===== config.mk =====
export PLATFORM = sky130hd
export DESIGN_NAME = memory_arbiter
export DESIGN_NICKNAME = d
export VERILOG_FILES = /design/src/rtl/cpu_types_pkg.sv /design/src/rtl/mem_rr_picker.sv /design/src/rtl/memory_arbiter.sv
export SDC_FILE = /design/constraint.sdc
export NUM_CORES = 1
export LEC_CHECK = 0
export CORE_AREA = 5 5 163 165
export CTS_CLUSTER_DIAMETER = 40
export CTS_CLUSTER_SIZE = 24
export DETAILED_ROUTE_END_ITERATION = 8
export DIE_AREA = 0 0 168 170
export PLACE_DENSITY_LB_ADDON = 0.2
export SLEW_MARGIN = 20
export SYNTH_ARGS = -nofsm -noshare
export SYNTH_HDL_FRONTEND = slang
export SYNTH_SLANG_ARGS = --single-unit

===== constraint.sdc =====
create_clock -name CLK -period 2.5 [get_ports CLK]
set_input_delay 0.75 -clock CLK [delete_from_list [all_inputs] [get_ports CLK]]
set_output_delay 0.75 -clock CLK [all_outputs]
set_load 0.05 [all_outputs]

===== src/rtl/cpu_types_pkg.sv =====
// Shared CPU/memory types: machine word, RAM handshake state and arbiter encodings.
package cpu_types_pkg;

  localparam int unsigned WORD_W = 32;

  typedef logic [WORD_W-1:0] word_t;

  typedef enum logic [1:0] {
    FREE   = 2'b00,
    BUSY   = 2'b01,
    ACCESS = 2'b10,
    ERROR  = 2'b11
  } ramstate_t;

  typedef enum logic {
    IDLE  = 1'b0,
    SERVE = 1'b1
  } arb_state_t;

  typedef enum logic {
    SRC_I = 1'b0,
    SRC_D = 1'b1
  } arbsrc_t;

endpackage


===== src/rtl/mem_rr_picker.sv =====
// Combinational round-robin picker: first requesting core at or above the pointer, wrapping.
module mem_rr_picker #(
  parameter int unsigned CPUS  = 2,
  parameter int unsigned PTR_W = 1
) (
  input  logic [CPUS-1:0]  i_req,
  input  logic [PTR_W-1:0] i_ptr,
  output logic [PTR_W-1:0] o_win,
  output logic             o_valid
);

  logic [PTR_W-1:0] w_idx;

  // Scan from the farthest offset down so the closest requester to the pointer wins last.
  always_comb begin
    w_idx   = '0;
    o_win   = '0;
    o_valid = 1'b0;
    for (int i = int'(CPUS) - 1; i >= 0; i--) begin
      w_idx = PTR_W'((int'(i_ptr) + i) % int'(CPUS));
      if (i_req[w_idx]) begin
        o_win   = w_idx;
        o_valid = 1'b1;
      end
    end
  end

endmodule


===== src/rtl/memory_arbiter.sv =====
// Shares one RAM port among the I- and D-ports of CPUS cores; D beats I within a core,
// cores are served round-robin.
module memory_arbiter
  import cpu_types_pkg::*;
#(
  parameter int unsigned CPUS    = 2,
  parameter int unsigned RR_INIT = 0
) (
  input  logic                  CLK,
  input  logic                  nRST,
  input  logic [CPUS-1:0]       iREN,
  input  logic [CPUS-1:0][31:0] iaddr,
  input  logic [CPUS-1:0]       dREN,
  input  logic [CPUS-1:0]       dWEN,
  input  logic [CPUS-1:0][31:0] daddr,
  input  logic [CPUS-1:0][31:0] dstore,
  input  logic [31:0]           ramload,
  input  ramstate_t             ramstate,
  output logic [CPUS-1:0]       iwait,
  output logic [CPUS-1:0]       dwait,
  output logic [CPUS-1:0][31:0] iload,
  output logic [CPUS-1:0][31:0] dload,
  output logic [31:0]           ramaddr,
  output logic [31:0]           ramstore,
  output logic                  ramREN,
  output logic                  ramWEN
);

  localparam int unsigned PTR_W = (CPUS > 1) ? $clog2(CPUS) : 1;

  arb_state_t       r_state, w_state_n;
  logic [PTR_W-1:0] r_rr, w_rr_n;
  logic [PTR_W-1:0] r_core, w_core_n;
  arbsrc_t          r_src, w_src_n;

  logic [CPUS-1:0]  w_req;
  logic [PTR_W-1:0] w_win;
  logic             w_valid;
  logic             w_live;

  assign w_req = iREN | dREN | dWEN;

  mem_rr_picker #(
    .CPUS  (CPUS),
    .PTR_W (PTR_W)
  ) u_picker (
    .i_req   (w_req),
    .i_ptr   (r_rr),
    .o_win   (w_win),
    .o_valid (w_valid)
  );

  // Load data is broadcast; only the core whose wait drops consumes it.
  assign iload = {CPUS{ramload}};
  assign dload = {CPUS{ramload}};

  always_ff @(posedge CLK or negedge nRST) begin
    if (!nRST) begin
      r_state <= IDLE;
      r_rr    <= PTR_W'(RR_INIT);
      r_core  <= '0;
      r_src   <= SRC_I;
    end else begin
      r_state <= w_state_n;
      r_rr    <= w_rr_n;
      r_core  <= w_core_n;
      r_src   <= w_src_n;
    end
  end

  always_comb begin
    w_state_n = r_state;
    w_rr_n    = r_rr;
    w_core_n  = r_core;
    w_src_n   = r_src;
    w_live    = 1'b0;
    iwait     = '1;
    dwait     = '1;
    ramaddr   = '0;
    ramstore  = '0;
    ramREN    = 1'b0;
    ramWEN    = 1'b0;
    case (r_state)
      IDLE: begin
        if (w_valid) begin
          w_core_n  = w_win;
          w_src_n   = (dREN[w_win] | dWEN[w_win]) ? SRC_D : SRC_I;
          w_state_n = SERVE;
        end
      end
      SERVE: begin
        w_live = (r_src == SRC_D) ? (dREN[r_core] | dWEN[r_core]) : iREN[r_core];
        // A dropped request is a flush: abandon without completing or advancing the pointer.
        if (!w_live) begin
          w_state_n = IDLE;
        end else begin
          if (r_src == SRC_D) begin
            ramaddr = daddr[r_core];
            if (dWEN[r_core]) begin
              ramWEN   = 1'b1;
              ramstore = dstore[r_core];
            end else begin
              ramREN = 1'b1;
            end
          end else begin
            ramaddr = iaddr[r_core];
            ramREN  = 1'b1;
          end
          case (ramstate)
            ACCESS: begin
              if (r_src == SRC_D) dwait[r_core] = 1'b0;
              else                iwait[r_core] = 1'b0;
              w_rr_n    = (r_core == PTR_W'(CPUS - 1)) ? '0 : r_core + PTR_W'(1);
              w_state_n = IDLE;
            end
            ERROR:   w_state_n = IDLE;
            default: w_state_n = SERVE;
          endcase
        end
      end
      default: w_state_n = IDLE;
    endcase
  end

endmodule

; After elaboration in Yosys (flattened, before gate mapping)
; Cells that the tools add are included.
[op_classes]
eq_ne = 2
n_mux = 56
bitwise = 6
n_addsub = 2
reduce_logical = 4
n_lt_le_gt_ge = 5
[op_table]
columns = op, n
row1 = 2-to-1 mux 32 bit, 13
row2 = 2-to-1 mux 1 bit, 33
row3 = 2-to-1 mux 2 bit, 8
row4 = less-than comparator 1 x 2 -> 1 bit (second input constant), 4
row5 = == test 2 bit (second input constant), 2
row6 = OR 2 bit, 2
row7 = AND reduction 3 bit, 1
row8 = adder 1 bit (second input constant), 2
row9 = inverter 2 bit, 1
row10 = OR 1 bit, 2
row11 = one-hot mux 1 bit (2 select lines), 1
row12 = AND reduction 2 bit, 1
row13 = OR reduction 2 bit, 1
row14 = demux 1 bit (select 1 bit), 1
row15 = greater-or-equal comparator 1 bit (second input constant), 1
row16 = logical AND 1 bit, 1
row17 = inverter 1 bit, 1
[totals]
register_bits = 4
word_cells = 79

; Logic depth before layout (Yosys ltp)
[depth]
ltp_word = 10
mapped_depth = 6
mapped_depth_nobuf = 4

; Hierarchy
; Synthesis repeated with hierarchy kept, for this count alone.
[hier_totals]
cells_unflattened = 317
hier_area_um2 = 2785.2
[modules_own_cells]
columns = mod, instances, cells_per_inst, area_each_um2
row1 = memory_arbiter, 1, 314, 2767.7
row2 = mem_rr_picker, 1, 3, 17.5

; Worst setup path before layout
; OpenSTA, ideal clock, no wires.
[synth_timing]
kind = input-to-output
startpoint = in dWEN[0]
endpoint = out ramaddr[10]
path_buffers = 1
stages = 5
arrival_time_ns = 2.065
setup_slack_ns = -0.315
path_cell_list = nor2_1 > a21oi_1 > a31oi_4 > buf_6 > nor2b_1
[synth_between]
elab_chain_cells = 6
[synth_rtl]
columns = item, line
row1 = start: declaration, memory_arbiter.sv:14  ; input logic [CPUS-1:0] dWEN,
row2 = 2-to-1 mux 1 bit (implied by the code) (2 in series), memory_arbiter.sv:92  ; w_live = (r_src == SRC_D) ? (dREN[r_core] | dWEN[r_core]) : iREN[r_core];
row3 = OR 1 bit, memory_arbiter.sv:92
row4 = 2-to-1 mux 1 bit, memory_arbiter.sv:92
row5 = 2-to-1 mux 32 bit, memory_arbiter.sv:94  ; if (!w_live) begin
row6 = 2-to-1 mux 32 bit, memory_arbiter.sv:83  ; case (r_state)
row7 = end: declaration, memory_arbiter.sv:23  ; output logic [31:0] ramaddr,
; No other way between the ends. The select of a mux whose other input is x is not followed.

; Worst setup path after layout
[layout_timing]
startpoint = reg r_core
endpoint = out ramaddr[22]
[layout_between]
elab_chain_cells = 6
elab_cells_between_ends = 15
classes_between = mux: 14 / bitwise: 1
[layout_rtl]
columns = item, line
row1 = start: declaration, memory_arbiter.sv:33  ; logic [PTR_W-1:0] r_core, w_core_n;
row2 = start signal: assignment, memory_arbiter.sv:66  ; r_core <= w_core_n;
row3 = 2-to-1 mux 1 bit (implied by the code) (2 in series), memory_arbiter.sv:92
row4 = OR 1 bit, memory_arbiter.sv:92
row5 = 2-to-1 mux 1 bit, memory_arbiter.sv:92
row6 = 2-to-1 mux 32 bit *, memory_arbiter.sv:94
row7 = 2-to-1 mux 32 bit *, memory_arbiter.sv:83
; Every way passes the cells marked *; elsewhere a longest branch is shown, timed or not. The select of a mux whose other input is x is not followed.

==> impl_metrics.ini <==
[run_status]
status = complete, but fails checks
violations = setup timing

[place]
place_ws_ps = -649
port_buffers = 271
placedCellCount = 790
place_congestion = 0.937
hpwl_microns = 14000

[clocking]
cts-root-buf = clkbuf_16
clock_sinks = 4
hold_buffers = 0
clk_pin_slew_worst_paths_ps = 30
h-tree-depth = 1
clock_latency_ps = 230
clk_path_buf_depth = 2
cts_tree = yes
cts_buffers = 3

[layout]
drive_gt1_frac = 0.485
fin_cells = 822
seq_area_sq_um = 105
area_growth_pct = 131
fin_nets = 722
postLayoutCoreUtil = 0.258
fillCellCount = 2669
multi_input_area_sq_um = 2120

[global_routing]
antenna_found_initial = 4
grt_pass1_wl_microns = 24000
grt_use_total = 0.112
grt_start_max_net_pins = 27
grt.overflow.total = 0
grt_pass1_vias = 3344

[routing]
postRouteWirelength_microns = 17300
drt_pass1_iterations = 4
drcViolationCount = 0
dr.first_iter.drc_count = 47
antenna_left = 0
viasPerCell = 3.55
wl_per_cell_microns = 21.0
num_vias = 2917

[worst_setup_path]
path_cells = buf_6, buf_12, mux4_2, nor2b_4, buf_6
critPathTopFamily = multiplexers
path_buf_inv = 3
cp.arrival_ps = 1840
slowest_stage = mux4_2
required_ps = 1750
end_kind = output port
cp_max_fo = 7
path_common_cell = buf_6
cp_slowest_stage_delay_ps = 560
crit_path_start_kind = flop
worstSetupPathType = reg -> out

[die]
core_area_sq_um = 24900
rows = 58
die_h_microns = 170
io_pins = 432
die_w_microns = 168
initial_core_util = 0.112
die_area_sq_um = 28600

[run]
maxCapViolations = 0

[yosys]
seq_area_frac_synth = 0.0360
yosys_warnings = 0
synth_seq_cells = 4
synth_nets = 549
yosys.area.top_type = buf_4
netlist_instances = 315
netlist_area_sq_um = 2780
synth_top_area_frac = 0.351
synthDistinctLibCells = 22
netlist_top_cells_area = buf_4, mux4_2, mux2i_1
postSynthAreaPerCell_sq_um = 8.84

[sta]
layout_setup_ws_ps = -86.4
hold_viol = 0
setup_viol = 61
fin_crit_ps = 2590
worstMarginPinSlew_ps = 403
whs_ps = 586
skew_ps = 4.39
drv_slew = 0
rsz0062_at_grt = true
period_share = 1.03
relSlewSlack = 0.724
fmax_mhz = 387

[power_and_ir_drop]
leakagePower_nw = 2.75
pwr_density_cell_nw_per_um2 = 1190
ir_drop_v = 0.000709

[min_path]
worstHoldPathType = reg -> reg
[final cells by class]
type	count	share of cell area
antenna	5	0.00195
clock buffer	4	0.0123
inverter	2	0.00195
multi-input combinational	162	0.329
sequential	4	0.0164
tap	330	0.0642
timing repair buffer	315	0.574
[metrics by stage]
step                      total power, mW  instance area (sq um)  TNS [ps]
after floorplan                      4.42                   2990     -6540
after global placement               5.84                   5480    -35890
after detailed placement             5.83                   5480    -36530
after CTS                            7.79                   6360     -4110
after global routing                 8.04                   6420     -6420
final                                7.68                   6430     -3010
[final timing paths]
path | slack (ps) | end | start | cells after the start
worst max-delay path | -90 | ramaddr[22] | r_core | 5
worst min-delay path | 590 | r_rr | r_rr | 1
worst max register to register | 950 | r_state | r_src | 7
worst min register to register | 590 | r_rr | r_rr | 1
max in group asynchronous | 1570 | r_core | nRST | 1
min in group asynchronous | 730 | r_core | nRST | 1
[cells by family after synthesis]
family,Yosys count,synth area share
AO/OA/AOI/OAI,12,0.0324
AND/OR/NAND/NOR,85,0.155
multiplexers,65,0.378
buffers and inverters,149,0.400
flip-flops,4,0.0360
[cells in the final DEF (no fill, tap or decap), types with 2 or more instances in the layout]
cell type        count
dlygate4sd2_1      118
clkdlybuf4s50_1     65
buf_12              43
nor2_4              35
mux2i_1             33
mux4_2              32
nor2b_4             32
buf_6               25
buf_8               24
buf_4               18
dlymetal6s2s_1      10
buf_16               7
diode_2              5
nand3b_1             4
clkbuf_16            4
nand2_1              3
o21ai_0              3
o211ai_1             2
nor3_1               2
buf_2                2
dfrtp_1              2
[timing repair]
action / in CTS / in global routing
endpoints found under the hold margin: 0 / 0
endpoints found under the setup margin: 70 / 66
gates resized for setup: 313 / 24
pin swaps: 32 / 9
gates cloned: 9 / 1
setup buffers: 15 / 2
[synthesized netlist by cell type, drive strengths merged]
| cell | number |
|---|---|
| o21ai | 4 |
| mux4 | 32 |
| a21oi | 2 |
| nor2 | 37 |
| mux2i | 33 |
| nor3 | 4 |
| dfrtp | 4 |
| nand2 | 5 |
| a21o | 1 |
| a22o | 1 |
| a31oi | 1 |
| nor2b | 34 |
| inv | 2 |
| buf | 147 |
| o31ai | 1 |
| o211ai | 2 |
| nand3b | 4 |
| nand3 | 1 |
[state kept, by name, summed over array words and instances (netlist names)]
register,count
r_core,1
r_src,1
r_state,1
r_rr,1
[power by group]
| part | internal (mW) | switching, mW | total [mW] |
|---|---|---|---|
| Combinational | 3.57 | 3.67 | 7.24 |
| Clock | 0.211 | 0.0496 | 0.261 |
| Sequential | 0.106 | 0.0711 | 0.177 |
[routing by layer]
layer  share of wire  global-route usage  up-vias
met3            0.10              0.0374       22
li1                -                   -     1315
met5               0                   0        -
met1            0.32               0.111     1338
met2            0.55               0.221      242
met4           0.020              0.0307        0
(Power assumes the default switching activity.)
